File: src/rtl/mcu_pkg.sv
// Shared types for the MCU multi-cycle sequencer: opcodes, system func3
// codes, sequencer states and the packed strobe bundle.
package mcu_pkg;

  typedef enum logic [6:0] {
    OP_LOAD   = 7'b0000011,
    OP_STORE  = 7'b0100011,
    OP_BRANCH = 7'b1100011,
    OP_JALR   = 7'b1100111,
    OP_JAL    = 7'b1101111,
    OP_IMM    = 7'b0010011,
    OP_RG3    = 7'b0110011,
    OP_LUI    = 7'b0110111,
    OP_AUIPC  = 7'b0010111,
    OP_SYS    = 7'b1110011
  } opcode_t;

  typedef enum logic [2:0] {
    F3_MRET  = 3'b000,
    F3_CSRRW = 3'b001,
    F3_CSRRS = 3'b010,
    F3_CSRRC = 3'b011
  } func3s_t;

  typedef enum logic [2:0] {
    S_FETCH,
    S_EXEC,
    S_MEM,
    S_WB,
    S_INTR
  } seq_state_t;

  // All sequencer strobes in one bundle so they can be defaulted and gated together.
  typedef struct packed {
    logic pc_we;
    logic rd1;
    logic rd2;
    logic we2;
    logic rf_we;
    logic csr_we;
    logic int_taken;
    logic mret_exec;
    logic bus_err;
  } seq_out_t;

  // Opcodes that write a result straight from the ALU/jump path in EXEC.
  function automatic logic is_rf_op(input logic [6:0] op);
    return (op == OP_LUI) || (op == OP_AUIPC) || (op == OP_JAL) ||
           (op == OP_JALR) || (op == OP_IMM) || (op == OP_RG3);
  endfunction

endpackage

File: src/rtl/mcu_intr_latch.sv
// External interrupt capture: INTR_SYNC-stage synchronizer, rising-edge
// detect on the synced level, and a sticky pending flag cleared by clr.
module mcu_intr_latch
  import mcu_pkg::*;
#(
  parameter int INTR_SYNC = 2
) (
  input  logic clk,
  input  logic rst_n,
  input  logic intr,
  input  logic clr,
  output logic pending
);

  logic [INTR_SYNC-1:0] sync_q;
  logic                 sync_d;
  logic                 rise;

  assign rise = sync_q[INTR_SYNC-1] & ~sync_d;

  // Synchronize, remember last synced level, and hold pending until cleared;
  // an edge arriving with the clear wins so it is not lost.
  always_ff @(posedge clk or negedge rst_n) begin
    if (!rst_n) begin
      sync_q  <= '0;
      sync_d  <= 1'b0;
      pending <= 1'b0;
    end else begin
      sync_q  <= {sync_q[INTR_SYNC-2:0], intr};
      sync_d  <= sync_q[INTR_SYNC-1];
      pending <= rise | (pending & ~clr);
    end
  end

endmodule

File: src/rtl/mcu_seq_ctrl.sv
// Multi-cycle sequencer for the RISC-V MCU: FETCH/EXEC/MEM/WB/INTR.
// Strobes are decoded from state plus the same-cycle mem_ack, so a memory
// op acked in its first cycle completes without an extra state.
// Optional feature: define MCU_MEM_TIMEOUT_EN to abort data-memory requests
// that wait MEM_TIMEOUT cycles in MEM, flagging bus_err.
module mcu_seq_ctrl
  import mcu_pkg::*;
#(
  parameter int MEM_TIMEOUT = 16,
  parameter int INTR_SYNC   = 2
) (
  input  logic       clk,
  input  logic       rst_n,
  input  logic [6:0] opcode,
  input  logic [2:0] func3,
  input  logic       intr,
  input  logic       csr_mie,
  input  logic       mem_ack,
  output logic       pc_we,
  output logic       memRDEN1,
  output logic       memRDEN2,
  output logic       memWE2,
  output logic       rf_we,
  output logic       csr_we,
  output logic       int_taken,
  output logic       mret_exec,
  output logic       bus_err
);

  localparam logic [7:0] TMO_LAST = 8'(MEM_TIMEOUT - 1);

  seq_state_t state;
  seq_out_t   o;
  seq_out_t   og;
  logic       is_ld_q;
  logic       pending;
  logic       clr;
  logic       trap;
  logic       tmo;

  assign clr  = (state == S_INTR);
  assign trap = pending & csr_mie;

  mcu_intr_latch #(.INTR_SYNC(INTR_SYNC)) u_intr (
    .clk     (clk),
    .rst_n   (rst_n),
    .intr    (intr),
    .clr     (clr),
    .pending (pending)
  );

`ifdef MCU_MEM_TIMEOUT_EN
  logic [7:0] tmo_cnt;

  // Count unacked MEM cycles; restarts from zero every time MEM is entered.
  always_ff @(posedge clk or negedge rst_n) begin
    if (!rst_n)                      tmo_cnt <= '0;
    else if (state != S_MEM)         tmo_cnt <= '0;
    else if (!mem_ack)               tmo_cnt <= tmo_cnt + 8'd1;
  end

  assign tmo = (state == S_MEM) && !mem_ack && (tmo_cnt == TMO_LAST);
`else
  logic unused_cfg;
  assign unused_cfg = ^TMO_LAST;
  assign tmo        = 1'b0;
`endif

  // Strobe decode from current state, instruction fields and mem_ack.
  always_comb begin
    o = '0;
    case (state)
      S_FETCH: o.rd1 = 1'b1;
      S_EXEC: begin
        if (opcode == OP_LOAD) begin
          o.rd2 = 1'b1;
        end else if (opcode == OP_STORE) begin
          o.we2   = 1'b1;
          o.pc_we = mem_ack;
        end else if (opcode == OP_SYS) begin
          o.pc_we = 1'b1;
          case (func3)
            F3_MRET:                      o.mret_exec = 1'b1;
            F3_CSRRW, F3_CSRRS, F3_CSRRC: begin
              o.csr_we = 1'b1;
              o.rf_we  = 1'b1;
            end
            default: ;
          endcase
        end else begin
          o.pc_we = 1'b1;
          o.rf_we = is_rf_op(opcode);
        end
      end
      S_MEM: begin
        if (tmo) begin
          o.bus_err = 1'b1;
          o.pc_we   = 1'b1;
        end else if (is_ld_q) begin
          o.rd2 = 1'b1;
        end else begin
          o.we2   = 1'b1;
          o.pc_we = mem_ack;
        end
      end
      S_WB: begin
        o.rf_we = 1'b1;
        o.pc_we = 1'b1;
      end
      S_INTR: begin
        o.int_taken = 1'b1;
        o.pc_we     = 1'b1;
      end
      default: ;
    endcase
  end

  // Reset forces every strobe low immediately, aborting any held request.
  assign og        = rst_n ? o : '0;
  assign pc_we     = og.pc_we;
  assign memRDEN1  = og.rd1;
  assign memRDEN2  = og.rd2;
  assign memWE2    = og.we2;
  assign rf_we     = og.rf_we;
  assign csr_we    = og.csr_we;
  assign int_taken = og.int_taken;
  assign mret_exec = og.mret_exec;
  assign bus_err   = og.bus_err;

  // Sequencer state; any completion checks for a takeable interrupt.
  always_ff @(posedge clk or negedge rst_n) begin
    if (!rst_n) begin
      state   <= S_FETCH;
      is_ld_q <= 1'b0;
    end else begin
      case (state)
        S_FETCH: state <= S_EXEC;
        S_EXEC: begin
          is_ld_q <= (opcode == OP_LOAD);
          if (opcode == OP_LOAD)                   state <= mem_ack ? S_WB : S_MEM;
          else if (opcode == OP_STORE && !mem_ack) state <= S_MEM;
          else                                     state <= trap ? S_INTR : S_FETCH;
        end
        S_MEM: begin
          if (tmo)                     state <= trap ? S_INTR : S_FETCH;
          else if (is_ld_q && mem_ack) state <= S_WB;
          else if (mem_ack)            state <= trap ? S_INTR : S_FETCH;
        end
        S_WB:    state <= trap ? S_INTR : S_FETCH;
        S_INTR:  state <= S_FETCH;
        default: state <= S_FETCH;
      endcase
    end
  end

endmodule

File: config.mk
export PLATFORM = sky130hd
export DESIGN_NAME = mcu_seq_ctrl
export DESIGN_NICKNAME = d
export VERILOG_FILES = /design/src/rtl/mcu_pkg.sv /design/src/rtl/mcu_intr_latch.sv /design/src/rtl/mcu_seq_ctrl.sv
export SDC_FILE = /design/constraint.sdc
export NUM_CORES = 1
export LEC_CHECK = 0
export CORE_UTILIZATION = 43
export DETAILED_ROUTE_END_ITERATION = 10
export HOLD_SLACK_MARGIN = 0.1
export MAX_ROUTING_LAYER = met4
export PLACE_DENSITY_LB_ADDON = 0.1
export SLEW_MARGIN = 20
export SYNTH_ARGS = -nofsm -noshare
export SYNTH_HDL_FRONTEND = slang
export SYNTH_HIERARCHICAL = 1
export SYNTH_SLANG_ARGS = --single-unit
File: constraint.sdc
create_clock -name clk -period 2.77 [get_ports clk]
set_input_delay 0.554 -clock clk [delete_from_list [all_inputs] [get_ports clk]]
set_output_delay 0.554 -clock clk [all_outputs]
set_load 0.05 [all_outputs]
==> results_dict.tcl, run 1 <==
set metrics [dict create \
    synth_cell_types 30 \
    p_per_area_nw_per_um2 569 \
    finalSetupTns_ns 0 \
    status "completed" \
    fin_crit_ns 2.64 \
    cts_buffers 3 \
    fmax_ghz 0.378 \
    slowest_stage "clkdlybuf4s50_1" \
    p_int_uw 296 \
    crit_type "input pin to primary output" \
    syn-num-nets 81 \
    drv_slew 0 \
    power_frac_clock_pct 17.9 \
    dr.pass1.iters 4 \
    routed-via-count 566 \
    drc_errors 0 \
    power_leakage_uw 0.000368 \
    synthArstFlopShare_pct 100 \
    drtIter0Drc 18 \
    place_ws_ns 0.136 \
    syn-cell-area_um2 561 \
    crit_chain "clkdlybuf4s50_1 > nor3_1 > buf_4 > nand4_1 > a21oi_1 > buf_12" \
    die_y_um 38.1 \
    nets 105 \
    path_clk_slew_ns 0.05 \
    ys_seq_area_share_pct 35.7 \
    p_comb_share_pct 46.2 \
    peakVddDrop_uv 356 \
    area_growth_pct 54.9 \
    core_um2 1160 \
    hold_buffers 0 \
    switching_share_pct 40.0 \
    pwr-share-seq_pct 35.9 \
    slew_headroom_pct 62.7 \
    gp_routability_congestion 0.924 \
    root_buffer "clkbuf_4" \
    cts.sinks 8 \
    grt_pass1_vias 469 \
    layout_setup_ws_ns 0.126 \
    start_util_pct 48.5 \
    synth-edff-count 0 \
    cts_max_level 1 \
    fin_crit_sh_pct 95.5 \
    avgRoutedWirePerCell_um 13.0 \
    fill_cells 86 \
    yosys_most_used_dff "dfrtp_1" \
    num_antenna_cells 0 \
    r2r_slack_ns 1.20 \
    power.net_switching_uw 198 \
    row_count 12 \
    postCtsResizedCells 0 \
    grt_max_degree 11 \
    required_ns 2.22 \
    cp-end-kind "primary output" \
    syn_inst 66 \
    viasPerCell 5.55 \
    drv_cap 0 \
    routed_wl_um 1330 \
    grt_pass1_wl_um 2080 \
    hold_viol_final 0 \
    dp_hpwl_um 1040 \
    critPathArrivalTime_ns 2.09 \
    finClkSkew_ns 0.0114 \
    chipWidth_um 38.1 \
    clk_path_buf_depth 2 \
    ys_ff_latch 8 \
    finalSetupViolations 0 \
    slowest_delay_ns 0.46 \
    tightest_slew_ns 0.559 \
    drive_gt1_share_pct 17.0 \
    rsz0062_at_grt "yes" \
    antenna_left 0 \
    start_kind "input pin" \
    path_max_fanout 5 \
    grt_usage_pct 21.9 \
    ys_warn_count 6 \
    io_buffer_count 22 \
    dieArea_um2 1450 \
    insertion_delay_ns 0.26 \
    hp-class "register to register" \
    avgSynthCellArea_um2 8.49 \
    gr-total-overflow 0 \
    pin_count 24 \
    grt_antenna_before_repair 0 \
    tritoncts "yes" \
]
## state kept, by name, summed over array words and instances (netlist names)
register	cells
state	3
u_intr/sync_d	1
u_intr/sync_q	2
u_intr/pending	1
is_ld_q	1
## synth_stat cells (2+ instances only)
master	instances	area share, %
and4b_1	2	3.6
a21oi_1	3	2.7
nor3b_1	3	4.0
nand2_1	6	4.0
dfrtp_1	8	36
nor2_1	4	2.7
buf_4	2	2.7
o21ai_0	3	2.7
a31oi_1	4	4.5
nand4_1	4	4.5
nor3_1	2	1.8
inv_1	6	4.0
nor2b_1	2	2.2
## power groups by stage
stage	clock network, uW	registers (uW)	logic [uW]
2_1_floorplan	0	148	180
3_3_place_gp	0	176	225
3_5_place_dp	0	177	226
4_1_cts	93.1	175	228
5_1_grt	97.4	180	243
6_report	88.6	177	228
## worst paths after layout
kind                                                  from                         end  depth (start not counted)
worst min register to register  u_intr/sync_q[0]$_DFF_PN0_  u_intr/sync_q[1]$_DFF_PN0_                          0
min in group asynchronous                            rst_n         is_ld_q$_DFFE_PN0P_                          1
worst min-delay path            u_intr/sync_q[0]$_DFF_PN0_  u_intr/sync_q[1]$_DFF_PN0_                          0
worst max register to register        state[0]$_DFFE_PN0P_        state[1]$_DFFE_PN0P_                          3
worst max-delay path                             opcode[2]                    memRDEN2                          6
max in group asynchronous                            rst_n  u_intr/sync_q[1]$_DFF_PN0_                          2
## placed cells by master (no fill, tap or decap), types with 3 or more instances in the layout
| master | instances |
|---|---|
| clkdlybuf4s50_1 | 14 |
| nor3b_1 | 3 |
| a21oi_1 | 3 |
| nor2_1 | 4 |
| nand2_1 | 6 |
| nand4_1 | 4 |
| inv_1 | 6 |
| o21ai_0 | 3 |
| dfrtp_1 | 8 |
| clkbuf_4 | 3 |
| buf_12 | 7 |
| a31oi_1 | 4 |
| buf_4 | 3 |
## metal layers
layer  vias to the layer above  global-route usage, %  part of all wire [%]
li1                        287                      -                     -
met1                       266                   31.5                    51
met2                        13                   28.4                    44
met5                         -                      -                     0
met3                         0                   10.5                   5.2
met4                         0                   2.68                     0
## layout make-up
type | instances | area, um^2 | share of cell area (%)
timing repair buffer | 24 | 303 | 34.9
tap | 14 | 17.5 | 2.02
sequential | 8 | 200 | 23.1
inverter | 6 | 22.5 | 2.59
clock buffer | 3 | 22.5 | 2.59
multi-input combinational | 47 | 303 | 34.9
## per-stage QoR
| stage | power (uW) | hold WS [ns] | utilization, % | cell area, um^2 | std cells |
|---|---|---|---|---|---|
| global placement | 402 | 0.334 | 73.2 | 846 | 99 |
| CTS | 496 | 0.354 | 75.1 | 868 | 102 |
| global route | 521 | 0.356 | 75.1 | 868 | 102 |
| finish | 494 | 0.351 | 75.1 | 868 | 102 |
| floorplan | 328 | 0.258 | - | 561 | 66 |
| detailed placement | 403 | 0.343 | 73.2 | 846 | 99 |
## worst max-delay path, delay by kind of cell
family | cells | cell delay [ns]
AO/OA/AOI/OAI | 1 | 0.29
buffers and inverters | 3 | 0.82
AND/OR/NAND/NOR | 2 | 0.43
## cells by family after synthesis
group                  synth area share (%)
AO/OA/AOI/OAI                          22.1
flip-flops                             35.7
other                                 0.669
buffers and inverters                  10.3
AND/OR/NAND/NOR                        31.3
## timing repair
action | CTS | global route
hold endpoints to repair | 0 | 0
setup endpoints to repair | 0 | 1
buffers inserted | 0 | 0
(Power assumes the default switching activity.)
==> inputs of run 2 (changes only) <==
- SLEW_MARGIN: 20 -> not set
==> results of run 2 <==
Final layout, timing and power as in run 1 (identical DEF).
==> inputs of run 3 (changes only) <==
- CAP_MARGIN: not set -> 10
- CORE_AREA: not set -> 2 2 39 41
- CORE_UTILIZATION: 43 -> not set
- DIE_AREA: not set -> 0 0 41 43
- DONT_BUFFER_PORTS: not set -> 1
- clock period: 2.77 -> 2.7 ns (I/O delays scaled with it)
==> run 3 against run 2 <==
Design area down 24%. Critical endpoint unchanged. Critical path depth decreased by 2. Final cell count decreased by 12%. First-iteration DRC count is 67% lower. Critical path type is now register to primary output.
==> results_dict.tcl, run 3 (synthesis results as in run 1) <==
set metrics [dict create \
    insertion_delay_ns 0.26 \
    place_ws_ns 0.577 \
    drive_gt1_share_pct 21.6 \
    drv_cap 0 \
    path_max_fanout 10 \
    grt_usage_pct 18.4 \
    dr.pass1.iters 4 \
    power.net_switching_uw 191 \
    cts.sinks 8 \
    status "completed" \
    dp_cells 86 \
    nets 91 \
    grt_pass1_vias 479 \
    antenna_left 0 \
    multi_input_area_um2 314 \
    fill_cells 143 \
    drtIter0Drc 6 \
    largest_reg_flops 3 \
    power_frac_clock_pct 20.1 \
    grt_antenna_before_repair 0 \
    largest_register "state" \
    finalSetupViolations 0 \
    cp-end-kind "primary output" \
    io_buffer_count 0 \
    pin_count 24 \
    cts_max_level 1 \
    num_antenna_cells 0 \
    finalInstanceArea_um2 657 \
    start_kind "register" \
    die_y_um 43 \
    power.total_uw 461 \
    tritoncts "yes" \
    gp_routability_congestion 0.706 \
    row_count 14 \
    p_per_area_nw_per_um2 702 \
    peakVddDrop_uv 236 \
    finalSetupTns_ns 0 \
    path_clk_slew_ns 0.06 \
    crit_type "register to primary output" \
    hold_buffers 1 \
    gr-total-overflow 0 \
    final_common_cell "buf_4" \
    dieArea_um2 1760 \
    clk_path_buf_depth 2 \
    grt_max_degree 11 \
    required_ns 2.16 \
    drc_errors 0 \
    critPathArrivalTime_ns 1.86 \
    p_int_uw 270 \
    placed_cell_area_um2 624 \
    layout_common_cells "buf_4, dfrtp_1, nand2_1, inv_1" \
    grt_pass1_wl_um 2110 \
    power_leakage_uw 0.000295 \
    core_um2 1380 \
    finalNonFillerCells 90 \
    dp_hpwl_um 942 \
    postCtsResizedCells 0 \
    pwr-share-seq_pct 39.6 \
    layout_setup_ws_ns 0.297 \
    hold_viol_final 0 \
    routed-via-count 516 \
    chipWidth_um 41 \
    p_comb_share_pct 40.3 \
    finClkSkew_ns 0.0135 \
    area_growth_pct 17.2 \
    start_util_pct 40.5 \
    viasPerCell 5.73 \
    switching_share_pct 41.5 \
    root_buffer "clkbuf_4" \
    fin_crit_sh_pct 89.0 \
    routed_wl_um 1220 \
    cts_buffers 3 \
    seq_area_um2 200 \
    drv_slew 0 \
    avgRoutedWirePerCell_um 13.6 \
    rsz0062_at_grt "no" \
    fmax_ghz 0.416 \
    fin_crit_ns 2.40 \
    post_cts_buffers 0 \
    hp-class "input pin to register" \
    reg_top3 "state: 3 flops, u_intr/sync_q: 2 flops" \
]
==> run 3: area by class of cell <==
class / instances / area share, %
inverter: 6 / 3.43
sequential: 8 / 30.5
clock buffer: 3 / 3.43
multi-input combinational: 47 / 47.8
timing repair buffer: 10 / 11.8
tap: 16 / 3.05
==> run 3: final timing paths <==
path,start,end,slack (ns),cells after the start
max,state[0]$_DFFE_PN0P_,memRDEN2,0.30,4
min,intr,u_intr/sync_q[0]$_DFF_PN0_,0.32,0
max reg2reg,state[0]$_DFFE_PN0P_,state[2]$_DFFE_PN0P_,1.22,3
min reg2reg,u_intr/sync_q[0]$_DFF_PN0_,u_intr/sync_q[1]$_DFF_PN0_,0.35,0
max in group asynchronous,rst_n,u_intr/sync_q[1]$_DFF_PN0_,1.78,1
min in group asynchronous,rst_n,state[2]$_DFFE_PN0P_,0.63,1
==> run 3: routing by layer <==
layer	vias up	wire length [um]	GRT usage, %
li1	258	-	-
met2	18	533	26.6
met3	2	101	7.33
met1	238	570	22.9
met5	-	0	-
met4	0	14	6.00
==> run 3: worst max-delay path, stage by stage, from the launching register on <==
cell and delay (ns):
dfrtp_1 0.50, nor3b_1 0.48, nand4_1 0.22, a21oi_1 0.19, buf_4 0.21
==> run 3: through the flow <==
step / util (%) / hold slack [ns]
after floorplan: - / 0.244
after global placement: 45.1 / 0.245
after detailed placement: 45.1 / 0.245
after CTS: 47.5 / 0.313
after global routing: 47.5 / 0.303
final: 47.5 / 0.322
==> run 3: power groups by stage <==
| stage | sequential [uW] | combinational [uW] | clock, uW |
|---|---|---|---|
| after global routing | 190 | 206 | 103 |
| after CTS | 181 | 188 | 97.2 |
| after detailed placement | 184 | 183 | 0 |
| after floorplan | 152 | 185 | 0 |
| final | 183 | 186 | 92.8 |
| after global placement | 182 | 185 | 0 |
